--- src/rtl/mem_arbiter.sv ---
// mem_arbiter: two-requester round-robin arbiter in front of the CPU-side
// physical memory request interface that feeds the bus splitter.
//
// Requester 0 is the CPU core and requester 1 is a second master, such as a
// DMA engine or a page-table walker. The winning request is registered and
// held stable downstream until m_ack, so the downstream side sees one clean
// transaction at a time.
//
// Ports
//   clock, reset             system clock, synchronous active-high reset
//   sN_cycle                 request valid from requester N, held until sN_ack
//   sN_paddr/access/data_out request payload from requester N
//   sN_data_in               read data for requester N; meaningful when sN_ack=1
//   sN_ack                   completion strobe to requester N, forwarded from m_ack
//   m_cycle                  downstream request valid
//   m_paddr/access/data_out  registered downstream payload
//   m_data_in, m_ack         downstream read data and completion strobe
//   grant                    one-hot current owner, for debug and monitoring

package execute;
  typedef enum logic [1:0] {
    ACCESS_NONE = 2'd0,
    LOAD        = 2'd1,
    STORE       = 2'd2,
    EXECUTE     = 2'd3
  } memory_access_t;
endpackage

module mem_arbiter #(
  parameter int PLEN = 32,
  parameter int XLEN = 32
) (
  input  logic                   clock,
  input  logic                   reset,

  input  logic                   s0_cycle,
  input  logic [PLEN-1:0]        s0_paddr,
  input  execute::memory_access_t s0_access,
  input  logic [XLEN-1:0]        s0_data_out,
  output logic [4*XLEN-1:0]      s0_data_in,
  output logic                   s0_ack,

  input  logic                   s1_cycle,
  input  logic [PLEN-1:0]        s1_paddr,
  input  execute::memory_access_t s1_access,
  input  logic [XLEN-1:0]        s1_data_out,
  output logic [4*XLEN-1:0]      s1_data_in,
  output logic                   s1_ack,

  output logic                   m_cycle,
  output logic [PLEN-1:0]        m_paddr,
  output execute::memory_access_t m_access,
  output logic [XLEN-1:0]        m_data_out,
  input  logic [4*XLEN-1:0]      m_data_in,
  input  logic                   m_ack,

  output logic [1:0]             grant
);

  typedef enum logic [1:0] {
    IDLE  = 2'd0,
    BUSY0 = 2'd1,
    BUSY1 = 2'd2
  } state_t;

  state_t                  state_p1;
  state_t                  state_p0;
  logic                    last_served_p1;
  logic                    last_served_p0;
  logic                    take0_p0;
  logic                    take1_p0;

  logic [PLEN-1:0]         req_paddr_p1;
  execute::memory_access_t req_access_p1;
  logic [XLEN-1:0]         req_data_p1;

  // ---- stage p0: arbitration decision from the live request lines ----
  // On a tie the requester that was not served last wins; last_served
  // resets to 1 so the CPU core takes the first tie.
  always_comb begin
    state_p0       = state_p1;
    last_served_p0 = last_served_p1;
    take0_p0       = 1'b0;
    take1_p0       = 1'b0;
    case (state_p1)
      IDLE: begin
        if (s0_cycle && (!s1_cycle || last_served_p1)) begin
          take0_p0       = 1'b1;
          state_p0       = BUSY0;
          last_served_p0 = 1'b0;
        end else if (s1_cycle) begin
          take1_p0       = 1'b1;
          state_p0       = BUSY1;
          last_served_p0 = 1'b1;
        end
      end
      BUSY0, BUSY1: begin
        // The owner may drop its cycle mid-transaction; the transaction
        // still stays open until the downstream ack arrives.
        if (m_ack) begin
          state_p0 = IDLE;
        end
      end
      default: begin
        state_p0 = IDLE;
      end
    endcase
  end

  // ---- stage p1: registered owner and frozen downstream request ----
  // The payload registers are cleared by reset too, so the downstream bus
  // shows a known request after reset.
  always_ff @(posedge clock) begin
    if (reset) begin
      state_p1       <= IDLE;
      last_served_p1 <= 1'b1;
      req_paddr_p1   <= '0;
      req_access_p1  <= execute::ACCESS_NONE;
      req_data_p1    <= '0;
    end else begin
      state_p1       <= state_p0;
      last_served_p1 <= last_served_p0;
      if (take0_p0) begin
        req_paddr_p1  <= s0_paddr;
        req_access_p1 <= s0_access;
        req_data_p1   <= s0_data_out;
      end else if (take1_p0) begin
        req_paddr_p1  <= s1_paddr;
        req_access_p1 <= s1_access;
        req_data_p1   <= s1_data_out;
      end
    end
  end

  // m_cycle comes straight from the state register, so there is no
  // combinational path from the request lines to the downstream bus.
  // Returning to IDLE after each ack gives the one-cycle bubble.
  assign m_cycle    = (state_p1 != IDLE);
  assign m_paddr    = req_paddr_p1;
  assign m_access   = req_access_p1;
  assign m_data_out = req_data_p1;
  assign grant      = {state_p1 == BUSY1, state_p1 == BUSY0};

  // The ack and read data go back in the same cycle, to the owner only.
  // An ack while IDLE matches no owner and is dropped.
  assign s0_ack     = (state_p1 == BUSY0) && m_ack;
  assign s1_ack     = (state_p1 == BUSY1) && m_ack;
  assign s0_data_in = (state_p1 == BUSY0) ? m_data_in : '0;
  assign s1_data_in = (state_p1 == BUSY1) ? m_data_in : '0;

endmodule

--- config.mk ---
export PLATFORM = sky130hd
export DESIGN_NAME = mem_arbiter
export DESIGN_NICKNAME = d
export VERILOG_FILES = /design/src/rtl/mem_arbiter.sv
export SDC_FILE = /design/constraint.sdc
export NUM_CORES = 1
export LEC_CHECK = 0
export ABC_AREA = 1
export CORE_AREA = 2 2 232 234
export CTS_CLUSTER_SIZE = 30
export DETAILED_ROUTE_END_ITERATION = 7
export DIE_AREA = 0 0 234 236
export GPL_ROUTABILITY_DRIVEN = 1
export GPL_TIMING_DRIVEN = 0
export HOLD_SLACK_MARGIN = 0.03
export PLACE_DENSITY = 0.35
export SLEW_MARGIN = 20
export SYNTH_ARGS = -nofsm -noshare
export SYNTH_HDL_FRONTEND = slang
export SYNTH_SLANG_ARGS = --single-unit
--- constraint.sdc ---
create_clock -name clock -period 2.7 [get_ports clock]
set_clock_uncertainty 0.2 [all_clocks]
set_input_delay 0.81 -clock clock [delete_from_list [all_inputs] [get_ports clock]]
set_output_delay 0.81 -clock clock [all_outputs]
set_load 0.03 [all_outputs]
==> results.tsv <==
stage	metric	value	unit
status	status	finished, violations left	
status	violations	negative setup slack	
global_routing	use_met2	0.3320	
power_and_ir_drop	comb_power_share	0.651	
floorplan	start_util	0.1081	
layout	post-route-util	0.2676	
synthesis	synth-seq-cells	69	
routing	ant_nets	0	
power_and_ir_drop	swShare	0.4602	
worst_setup_path	critPathKind	register to primary output	
synthesis	netlist_area	0.005739	mm2
sta	final.min_clock_period	2.719	ns
sta	rsz0062_at_grt	yes	
floorplan	io_pins	592	
layout	area_growth	147.4	%
sta	setup_viol	6	
global_routing	use_met1	0.1543	
placed_design	dpl_worst_slack	-1.220	ns
worst_hold_path	hold_path.class	register to register	
power_and_ir_drop	seq_power_share	0.177	
routing	via_count	9023	
worst_setup_path	regToRegSetupSlack	0.64	ns
power_and_ir_drop	power.density	503.0	mW/mm2
sta	setup_tns	-0.05611	ns
routing	wl_per_cell	19.88	um
power_and_ir_drop	clkPwrFrac	0.172	
layout	drive_above_1_share	0.3165	
floorplan	core-area	0.05307	mm2
routing	dr.pass1.iters	4	
power_and_ir_drop	p_leak	0.008373	uW
synthesis	postSynthAreaPerCell	5.004	um2
sta	tightest_slew	0.6011	ns
routing	first_iter_violations	298	
global_routing	grt_pass1_wl	65310	um
power_and_ir_drop	total_power	7144	uW
global_routing	first_global_vias	8771	
floorplan	die_area	0.05522	mm2
synthesis	ys_types	17	
cts	numCtsBuffers	9	
sta	max_freq	367.8	MHz
floorplan	rows	85	
global_routing	antenna_found_initial	12	
synthesis	synth_seq_area_share	0.2407	
placed_design	io_buffers	590	
cts	clockBufferDepth	2	
worst_setup_path	timing.critical_path.arrival	1.71	ns
global_routing	grt_overflow_total	0	
layout	nNetsFinal	2045	
placed_design	routabilityCongestion	0.8884	
sta	maxSlewHeadroom	0.5993	
run	max_cap_violations	0	
routing	wl	49320	um
sta	holdWs	0.2625	ns
worst_setup_path	crit_required	1.69	ns
cts	cts_tree	yes	
global_routing	use_met3	0.07374	
layout	fill_cells	6021	
synthesis	synth_nets	1415	
worst_setup_path	worst_setup_path_end_kind	primary output	
placed_design	hpwl	41610	um
cts	cts_sinks	69	
worst_setup_path	startpoint_type	register	
synthesis	yosysWarnings	0	
worst_setup_path	crit_fanout	7	
floorplan	die_x	234	um
cts	clock_latency	0.36	ns
routing	viasPerCell	3.637	
power_and_ir_drop	netSwitchingPower	3287	uW
sta	setup_slack	-0.01867	ns
sta	drv_slew	0	
power_and_ir_drop	p_int	3856	uW
sta	hold_violations	0	
floorplan	die_h	236	um
synthesis	syn_inst	1147	
cts	clockRootBuffer	clkbuf_16	
layout	final_common_cell	nand2_1	
global_routing	busiest_layer	met2	
cts	hold_buffers	0	
cts	h-tree-depth	3	
global_routing	grtUsageTotal	0.1678	
sta	fin_crit_sh	1.007	
power_and_ir_drop	ir_worst_vdd	0.2965	mV
routing	drc	0	
cts	clk_pin_slew	0.06	ns
global_routing	grt_max_degree	13	
layout	layout_common_cells	nand2_1 (439), clkdlybuf4s50_1 (317), inv_1 (229)	
## state kept, by name, summed over array words and instances (netlist names)
register / cells
m_data_out: 32
m_paddr: 32
m_access: 2
state_p1: 2
last_served_p1: 1
## critical path, cell delays in order (launching register included)
cell       delay [ns]
dfxtp_4          0.38
inv_4            0.05
ha_4             0.18
clkbuf_16        0.18
buf_12           0.13
clkbuf_16        0.16
nand2_4          0.09
inv_2            0.04
buf_6            0.13
## kinds of logic (layout without fill, tap and decap cells)
kind of cell | after synthesis | after routing | share of synthesized area
DFF | 69 | 69 | 0.2407
other | 0 | 3 | 0
buffers and inverters | 404 | 1039 | 0.2790
and+or+nand+nor | 602 | 602 | 0.4109
AOI/OAI and AO/OA | 69 | 69 | 0.06279
adders and majority gates | 3 | 3 | 0.006541
## power by group through the flow
stage | logic, uW | registers [uW] | clock network, uW
after floorplan | 1750 | 1560 | 0
after global placement | 4020 | 1280 | 0
after detailed placement | 4010 | 1280 | 0
after CTS | 4320 | 1270 | 1300
after global routing | 4980 | 1290 | 1330
final | 4650 | 1270 | 1230
## cell type report
class | count | area, um2 | area share
Tap cell | 696 | 870.8 | 0.06132
Clock inverter | 7 | 66.31 | 0.004670
Clock buffer | 9 | 225.2 | 0.01586
Multi-Input combinational cell | 674 | 3231 | 0.2275
Sequential cell | 69 | 1386 | 0.09762
Timing Repair Buffer | 622 | 6435 | 0.4531
Antenna cell | 3 | 7.507 | 0.0005286
Inverter | 332 | 1249 | 0.08793
Buffer | 69 | 730.7 | 0.05145
## path summary, 6_finish.rpt
check / startpoint / end / cells after the start
setup reg to reg: state_p1[0] / m_data_out[30] / 9
hold / removal: m_paddr[26] / m_paddr[26] / 2
setup / recovery: state_p1[1] / s0_data_in[86] / 8
hold reg to reg: m_paddr[26] / m_paddr[26] / 2
## Yosys cell counts
cell type / instances / area share
ha_1: 3 / 0.0065
buf_2: 17 / 0.015
buf_6: 6 / 0.012
o21ai_0: 1 / 0.00087
a21oi_1: 64 / 0.056
nor2_1: 1 / 0.00065
inv_1: 331 / 0.22
nor2b_1: 1 / 0.0011
a21oi_2: 4 / 0.0061
nand2_2: 2 / 0.0022
nand3_2: 1 / 0.0017
clkbuf_1: 44 / 0.029
nand2_1: 529 / 0.35
nand3_1: 68 / 0.059
inv_2: 1 / 0.00065
dfxtp_1: 69 / 0.24
buf_4: 5 / 0.0065
## timing repair
| action | CTS | global route |
|---|---|---|
| pin swaps | 1 | 30 |
| gates resized for setup | 1721 | 381 |
| gates cloned | 5 | 12 |
| endpoints found under the setup margin | 261 | 226 |
| hold endpoints to repair | 0 | 0 |
| buffers inserted | 9 | 7 |
## stage by stage
step / std cells / area [um2]
2_1_floorplan: 1147 / 5739
3_3_place_gp: 2433 / 12520
3_5_place_dp: 2433 / 12520
4_1_cts: 2463 / 13070
5_1_grt: 2478 / 14190
6_report: 2481 / 14200
## per-layer routing
metal,up-vias,share of wire
met3,57,0.10
met4,18,0.026
li1,4473,-
met2,340,0.55
met5,-,0.0023
met1,4135,0.33
Power figures use the tool's default switching activity.
